[src/rtl/div_issue_ctrl_pkg.sv]
// Shared definitions for the DIV issue controller: default widths, divider
// latency and the controller state encoding.
package div_issue_ctrl_pkg;

  localparam int unsigned DIV_DATA_W  = 32;
  localparam int unsigned DIV_LAT_DEF = 16;

  typedef enum logic [2:0] {
    DIV_ST_IDLE  = 3'd0,
    DIV_ST_ISSUE = 3'd1,
    DIV_ST_WAIT  = 3'd2,
    DIV_ST_WRITE = 3'd3,
    DIV_ST_DRAIN = 3'd4
  } div_state_e;

endpackage

[src/rtl/div_issue_ctrl_if.sv]
// Launch/return bus between the DIV issue controller (master) and the
// pipelined divider (slave).
interface div_issue_ctrl_if #(
  parameter int unsigned DATA_W = 32
);
  logic              div_ce;
  logic              div_signed;
  logic [DATA_W-1:0] div_dividend;
  logic [DATA_W-1:0] div_divisor;
  logic              div_done;
  logic [DATA_W-1:0] div_quotient;
  logic [DATA_W-1:0] div_remainder;

  modport master (
    output div_ce, div_signed, div_dividend, div_divisor,
    input  div_done, div_quotient, div_remainder
  );

  modport slave (
    input  div_ce, div_signed, div_dividend, div_divisor,
    output div_done, div_quotient, div_remainder
  );
endinterface

[src/rtl/div_issue_ctrl_hilo_reg.sv]
// Architectural HI/LO storage. A divide capture writes both halves and wins
// over MTHI/MTLO in the same cycle.
module hilo_reg #(
  parameter int unsigned DATA_W = 32
) (
  input  logic              i_clk,
  input  logic              i_rst_n,
  input  logic              i_cap_en,
  input  logic [DATA_W-1:0] i_cap_hi,
  input  logic [DATA_W-1:0] i_cap_lo,
  input  logic              i_mthi_en,
  input  logic              i_mtlo_en,
  input  logic [DATA_W-1:0] i_mt_data,
  output logic [DATA_W-1:0] o_hi,
  output logic [DATA_W-1:0] o_lo
);

  logic [DATA_W-1:0] r_hi;
  logic [DATA_W-1:0] r_lo;

  always_ff @(posedge i_clk or negedge i_rst_n) begin
    if (!i_rst_n) begin
      r_hi <= '0;
      r_lo <= '0;
    end else if (i_cap_en) begin
      r_hi <= i_cap_hi;
      r_lo <= i_cap_lo;
    end else begin
      if (i_mthi_en) r_hi <= i_mt_data;
      if (i_mtlo_en) r_lo <= i_mt_data;
    end
  end

  assign o_hi = r_hi;
  assign o_lo = r_lo;

endmodule

[src/rtl/div_issue_ctrl.sv]
// EX-stage initiator for the pipelined divider: launches a divide, stalls the
// pipeline until the result returns, and owns HI/LO.
module div_issue_ctrl
  import div_issue_ctrl_pkg::*;
#(
  parameter int unsigned DATA_W    = DIV_DATA_W,
  parameter int unsigned DIV_LAT   = DIV_LAT_DEF,
  parameter int unsigned TMO_SLACK = 4
) (
  input  logic                 clk,
  input  logic                 reset,
  input  logic                 flush,
  input  logic                 ex_stall,
  input  logic                 ex_valid,
  input  logic                 ex_is_div,
  input  logic                 ex_signed,
  input  logic                 ex_mthi,
  input  logic                 ex_mtlo,
  input  logic [DATA_W-1:0]    ex_rs,
  input  logic [DATA_W-1:0]    ex_rt,
  div_issue_ctrl_if.master     div_if,
  output logic                 stall_req,
  output logic [DATA_W-1:0]    hi_out,
  output logic [DATA_W-1:0]    lo_out,
  output logic                 div_err
);

  localparam int unsigned LIMIT_I = DIV_LAT + TMO_SLACK;
  localparam int unsigned CNT_W   = $clog2(LIMIT_I + 2);
  localparam logic [CNT_W-1:0] LIMIT = CNT_W'(LIMIT_I);

  div_state_e        r_state;
  logic [CNT_W-1:0]  r_cnt;
  logic              r_ce;
  logic              r_signed;
  logic [DATA_W-1:0] r_dividend;
  logic [DATA_W-1:0] r_divisor;
  logic              r_err;

  logic w_launch;
  logic w_mt_ok;
  logic w_cap;
  logic w_stall;

  assign w_launch = ex_valid & ex_is_div & (ex_rt != '0) & ~flush;
  assign w_mt_ok  = (r_state == DIV_ST_IDLE) & ex_valid & ~flush & ~ex_stall;
  assign w_cap    = (r_state == DIV_ST_WAIT) & div_if.div_done & ~flush;

  always_ff @(posedge clk or negedge reset) begin
    if (!reset) begin
      r_state    <= DIV_ST_IDLE;
      r_cnt      <= '0;
      r_ce       <= 1'b0;
      r_signed   <= 1'b0;
      r_dividend <= '0;
      r_divisor  <= '0;
      r_err      <= 1'b0;
    end else begin
      r_ce <= 1'b0;
      unique case (r_state)
        DIV_ST_IDLE: begin
          if (w_launch) begin
            r_state    <= DIV_ST_ISSUE;
            r_ce       <= 1'b1;
            r_signed   <= ex_signed;
            r_dividend <= ex_rs;
            r_divisor  <= ex_rt;
          end
        end
        DIV_ST_ISSUE: begin
          r_cnt   <= '0;
          r_state <= flush ? DIV_ST_DRAIN : DIV_ST_WAIT;
        end
        DIV_ST_WAIT: begin
          if (flush) begin
            r_state <= div_if.div_done ? DIV_ST_IDLE : DIV_ST_DRAIN;
            r_cnt   <= r_cnt + CNT_W'(1);
          end else if (div_if.div_done) begin
            r_state <= DIV_ST_WRITE;
          end else if (r_cnt == LIMIT) begin
            r_err   <= 1'b1;
            r_state <= DIV_ST_IDLE;
          end else begin
            r_cnt <= r_cnt + CNT_W'(1);
          end
        end
        DIV_ST_WRITE: begin
          if (flush || !ex_stall) r_state <= DIV_ST_IDLE;
        end
        DIV_ST_DRAIN: begin
          // Counter keeps running from launch so the drain shares the WAIT deadline.
          if (div_if.div_done || r_cnt >= LIMIT) r_state <= DIV_ST_IDLE;
          else                                   r_cnt   <= r_cnt + CNT_W'(1);
        end
        default: r_state <= DIV_ST_IDLE;
      endcase
    end
  end

  always_comb begin
    w_stall = 1'b0;
    unique case (r_state)
      DIV_ST_IDLE:                w_stall = w_launch;
      DIV_ST_ISSUE, DIV_ST_WAIT:  w_stall = 1'b1;
      DIV_ST_WRITE:               w_stall = 1'b0;
      DIV_ST_DRAIN:               w_stall = ex_valid & (ex_is_div | ex_mthi | ex_mtlo);
      default:                    w_stall = 1'b0;
    endcase
  end

  assign stall_req           = reset & w_stall;
  assign div_if.div_ce       = r_ce;
  assign div_if.div_signed   = r_signed;
  assign div_if.div_dividend = r_dividend;
  assign div_if.div_divisor  = r_divisor;
  assign div_err             = r_err;

  hilo_reg #(.DATA_W(DATA_W)) u_hilo (
    .i_clk     (clk),
    .i_rst_n   (reset),
    .i_cap_en  (w_cap),
    .i_cap_hi  (div_if.div_remainder),
    .i_cap_lo  (div_if.div_quotient),
    .i_mthi_en (w_mt_ok & ex_mthi),
    .i_mtlo_en (w_mt_ok & ex_mtlo),
    .i_mt_data (ex_rs),
    .o_hi      (hi_out),
    .o_lo      (lo_out)
  );

endmodule

[src/flat_wrapper.sv]
// flat-port wrapper written by rule: the top's interface ports become plain ports
module div_issue_ctrl_flat import div_issue_ctrl_pkg::*;
#(
  parameter int unsigned DATA_W    = DIV_DATA_W,
  parameter int unsigned DIV_LAT   = DIV_LAT_DEF,
  parameter int unsigned TMO_SLACK = 4
)
  (clk, reset, flush, ex_stall, ex_valid, ex_is_div, ex_signed, ex_mthi, ex_mtlo, ex_rs, ex_rt, stall_req, hi_out, lo_out, div_err, div_if_div_ce, div_if_div_signed, div_if_div_dividend, div_if_div_divisor, div_if_div_done, div_if_div_quotient, div_if_div_remainder);
  div_issue_ctrl_if #(.DATA_W(DATA_W)) div_if_i ();
  input  logic clk;
  input  logic reset;
  input  logic flush;
  input  logic ex_stall;
  input  logic ex_valid;
  input  logic ex_is_div;
  input  logic ex_signed;
  input  logic ex_mthi;
  input  logic ex_mtlo;
  input  logic [DATA_W-1:0] ex_rs;
  input  logic [DATA_W-1:0] ex_rt;
  output logic stall_req;
  output logic [DATA_W-1:0] hi_out;
  output logic [DATA_W-1:0] lo_out;
  output logic div_err;
  output wire logic [$bits(div_if_i.div_ce)-1:0] div_if_div_ce;
  output wire logic [$bits(div_if_i.div_signed)-1:0] div_if_div_signed;
  output wire logic [$bits(div_if_i.div_dividend)-1:0] div_if_div_dividend;
  output wire logic [$bits(div_if_i.div_divisor)-1:0] div_if_div_divisor;
  input wire logic [$bits(div_if_i.div_done)-1:0] div_if_div_done;
  input wire logic [$bits(div_if_i.div_quotient)-1:0] div_if_div_quotient;
  input wire logic [$bits(div_if_i.div_remainder)-1:0] div_if_div_remainder;
  assign div_if_div_ce = div_if_i.div_ce;
  assign div_if_div_signed = div_if_i.div_signed;
  assign div_if_div_dividend = div_if_i.div_dividend;
  assign div_if_div_divisor = div_if_i.div_divisor;
  assign div_if_i.div_done = div_if_div_done;
  assign div_if_i.div_quotient = div_if_div_quotient;
  assign div_if_i.div_remainder = div_if_div_remainder;
  div_issue_ctrl #(.DATA_W(DATA_W), .DIV_LAT(DIV_LAT), .TMO_SLACK(TMO_SLACK)) u_core (.clk(clk), .reset(reset), .flush(flush), .ex_stall(ex_stall), .ex_valid(ex_valid), .ex_is_div(ex_is_div), .ex_signed(ex_signed), .ex_mthi(ex_mthi), .ex_mtlo(ex_mtlo), .ex_rs(ex_rs), .ex_rt(ex_rt), .div_if(div_if_i), .stall_req(stall_req), .hi_out(hi_out), .lo_out(lo_out), .div_err(div_err));
endmodule
[config.mk]
export PLATFORM = sky130hd
export DESIGN_NAME = div_issue_ctrl_flat
export DESIGN_NICKNAME = d
export VERILOG_FILES = /design/src/rtl/div_issue_ctrl_pkg.sv /design/src/rtl/div_issue_ctrl_if.sv /design/src/rtl/div_issue_ctrl_hilo_reg.sv /design/src/rtl/div_issue_ctrl.sv /design/src/flat_wrapper.sv
export SDC_FILE = /design/constraint.sdc
export NUM_CORES = 1
export LEC_CHECK = 0
export BUFFER_PORTS_ARGS = -buffer_cell sky130_fd_sc_hd__buf_2
export CAP_MARGIN = 20
export CORE_AREA = 2 2 122 124
export CTS_BUF_LIST = sky130_fd_sc_hd__clkbuf_16
export CTS_CLUSTER_SIZE = 14
export DETAILED_ROUTE_END_ITERATION = 16
export DIE_AREA = 0 0 124 126
export PLACE_DENSITY_LB_ADDON = 0.2
export SLEW_MARGIN = 10
export SYNTH_ARGS = -nofsm -noshare
export SYNTH_HDL_FRONTEND = slang
export SYNTH_HIERARCHICAL = 1
export SYNTH_SLANG_ARGS = --single-unit
[constraint.sdc]
create_clock -name clk -period 2 [get_ports clk]
set_input_delay 0.3 -clock clk [delete_from_list [all_inputs] [get_ports clk]]
set_output_delay 0.3 -clock clk [all_outputs]
set_load 0.1 [all_outputs]
==> metrics <==
TNS Setup=-0.4650 ns; post-synthesis compound-gate area fraction=slightly below 7%; DR iter-0 viols=about 250; core area=about 14000 sq um; Final nets=~930; vias in the first global route=roughly 5100; WL met3=about 1700 um; CTS sink cnt=around 140; Die Wd=between 100 and 150 um; Critical Path AT=between 1.5 and 2 ns; Synth area leaders=dfrtp_1 (55%), mux2i_1 (10%), mux2_2 (7.2%); Via density=5.062; worst skew pair latency=0.42 ns; overall routed net length=between 15000 and 20000 um; Rows=44; Synthesized Nets=between 600 and 700; synthesis-to-layout area growth=37.13%; reg2reg setup slack=-0.04 ns; Worst-path clk slew=0.06 ns; antenna violations before repair=0; die height=around 130 um; level count of the clock H-tree=4; YS warnings=6; Initial DRT Pass Iterations=6; flops & latches, synth=139; CP Data Required Time=between 1.5 and 2 ns; Syn Area/Cell=between 10 and 15 sq um; Initial Utilization=a little over two fifths; pre-CTS setup slack=-0.1768 ns; post-synthesis adder-cell area fraction=less than 1%; leading area contributor after synthesis=dfrtp_1; layout cell share with drive strength beyond 1=about half; TritonCTS clock tree=yes; total CTS buffers=17; most frequent cells in the layout=buf_2 (267), dfrtp_1 (136), nand2_1 (67); Slew headroom=approximately 50%; FILL cells=1226; status=finished, violations left; number of diodes=0; GR Util All Layers=22.41%; Hold Violations, Final=2; Worst-Margin Slew=roughly 0.76 ns; top sig layer=met4; post-layout minimum cycle time=2.070 ns; via count=4981; mux contribution to synthesized area=approximately a quarter; deepest clock path buffer count=2; first-pass GRT wire length=between 20000 and 30000 um; failing checks=hold timing, setup timing; most common cell after layout, fill and taps aside=buf_2; largest net degree at the start of global routing=140; DP HPWL=about 12000 um; library cells used by synthesis=37; die area=about 16000 sq um; Top-Level Pins=between 200 and 300; WHS=-0.01203 ns; met2 WL post-DR=between 8000 and 9000 um; Final setup viols=24; wire per inst=between 15 and 20 um; Syn Std Cell Area=about 6300 sq um; largest family of logic cells by synthesized area=multiplexers; # port buffers=269; FMAX=between 0.4 and 0.5 GHz; # DRC=0; Final GP Congestion=between 0.8 and 0.9; clk_skew=0.005214 ns; register area share after synthesis=between 50% and 60%; Crit Path Category=register to output pin; clock root cell=clkbuf_16; Final Cycle Share=103.5%; maximum fanout along the worst path=2; Syn Inst Count=between 500 and 600; Pins Over Slew Limit=0; grt ovf=0; # hold bufs at CTS=0; simple-gate share of the synthesized area=8.090%; XOR/XNOR share of the synthesized area=less than 1%; worst hold path class=input port to asynchronous set/reset pin; maxcap violations=0; Final WS setup=-0.07000 ns; unrepaired setup endpoints after global routing=yes; Metal-1 WL=~7000 um; critical path launch point type=register; antenna-violating nets left=0; Synth top area share=between 50% and 60%; critical path endpoint category=output pin
flip-flops by register name (all words and copies together), names as in the netlist:
signal,cells
u_core/div_if.div_dividend,32
u_core/div_if.div_divisor,32
u_core/u_hilo/o_hi,32
u_core/u_hilo/o_lo,32
u_core/r_cnt,5
u_core/r_state,3
u_core/div_err,1
u_core/div_if.div_ce,1
u_core/div_if.div_signed,1
synthesized netlist by cell type:
cell and instances:
a21boi_0 3, a21o_1 1, a21oi_1 3, a221oi_1 1
a31o_2 1, and2_1 2, and3_1 1, buf_12 6
buf_2 18, buf_4 1, buf_6 6, clkbuf_1 1
dfrtp_1 139, ha_1 2, inv_1 6, mux2_2 40
mux2_4 28, mux2i_1 66, nand2_1 67, nand2b_1 3
nand3_1 4, nand3b_1 2, nand4_1 4, nand4b_1 1
nor2_1 6, nor2b_1 2, nor3_1 4, nor3_4 1
nor4_1 8, nor4bb_1 1, o21ai_0 10, o21ai_1 61
o22ai_1 2, or2_1 1, or2_2 1, or4_1 1
xnor2_1 1
final cells by class:
| type | count | area, sq um | area share (%) |
|---|---|---|---|
| Inverter | 6 | 22.52 | 0.2609 |
| Tap cell | 184 | 230.2 | 2.667 |
| Timing Repair Buffer | 296 | 1782 | 20.64 |
| Clock inverter | 14 | 115.1 | 1.334 |
| Multi-Input combinational cell | 328 | 2575 | 29.83 |
| Clock buffer | 17 | 425.4 | 4.928 |
| Sequential cell | 139 | 3482 | 40.34 |
cells by family (layout without fill, tap and decap cells):
kind of cell,count (synthesis),in the layout
flip-flops,139,139
multiplexers,134,134
AND/OR/NAND/NOR,109,109
AO/OA/AOI/OAI,82,82
buffers and inverters,38,333
adder cells (fa/ha/maj),2,2
XOR/XNOR,1,1
final timing paths:
kind	startpoint	endpoint	cells after the start
setup / recovery	u_core/r_state[2]$_DFFE_PN0P_	stall_req	5
hold / removal	reset	u_core/r_cnt[1]$_DFFE_PN0P_	2
setup reg to reg	u_core/r_state[2]$_DFFE_PN0P_	u_core/u_hilo/o_hi[2]$_DFFE_PN0P_	7
hold reg to reg	u_core/div_err$_DFFE_PN0P_	u_core/div_err$_DFFE_PN0P_	1
max in group asynchronous	reset	u_core/r_state[0]$_DFFE_PN0P_	2
min in group clk	div_if_div_remainder[24]	u_core/u_hilo/o_hi[24]$_DFFE_PN0P_	3
per-stage QoR:
| step | cell area (sq um) | util (%) | std cells |
|---|---|---|---|
| after floorplan | 6315 | - | 505 |
| after global placement | 7859 | 54.90 | 944 |
| after detailed placement | 7859 | 54.90 | 944 |
| after CTS | 8434 | 58.92 | 977 |
| after global routing | 8632 | 60.31 | 984 |
| final | 8632 | 60.31 | 984 |
metal layers:
metal	vias up	track usage, %
met5	-	0
met4	0	6.477
met3	23	8.832
met2	220	37.62
met1	2400	26.52
li1	2338	-
worst max-delay path, stage by stage, from the launching register on:
cell	delay, ns
dfrtp_2	0.43
nor3_4	0.22
o21ai_2	0.09
or2_4	0.27
a21boi_4	0.16
buf_12	0.19
timing repair:
item,4_1_cts,5_1_grt
resized for setup,6,17
pin swaps,3,3
buffers inserted,2,1
endpoints found under the hold margin,0,0
cloned,0,6
setup endpoints to repair,1,67
Power is not shown: default switching activity piles up to over one toggle a cycle in this logic, so the estimate is an artifact.
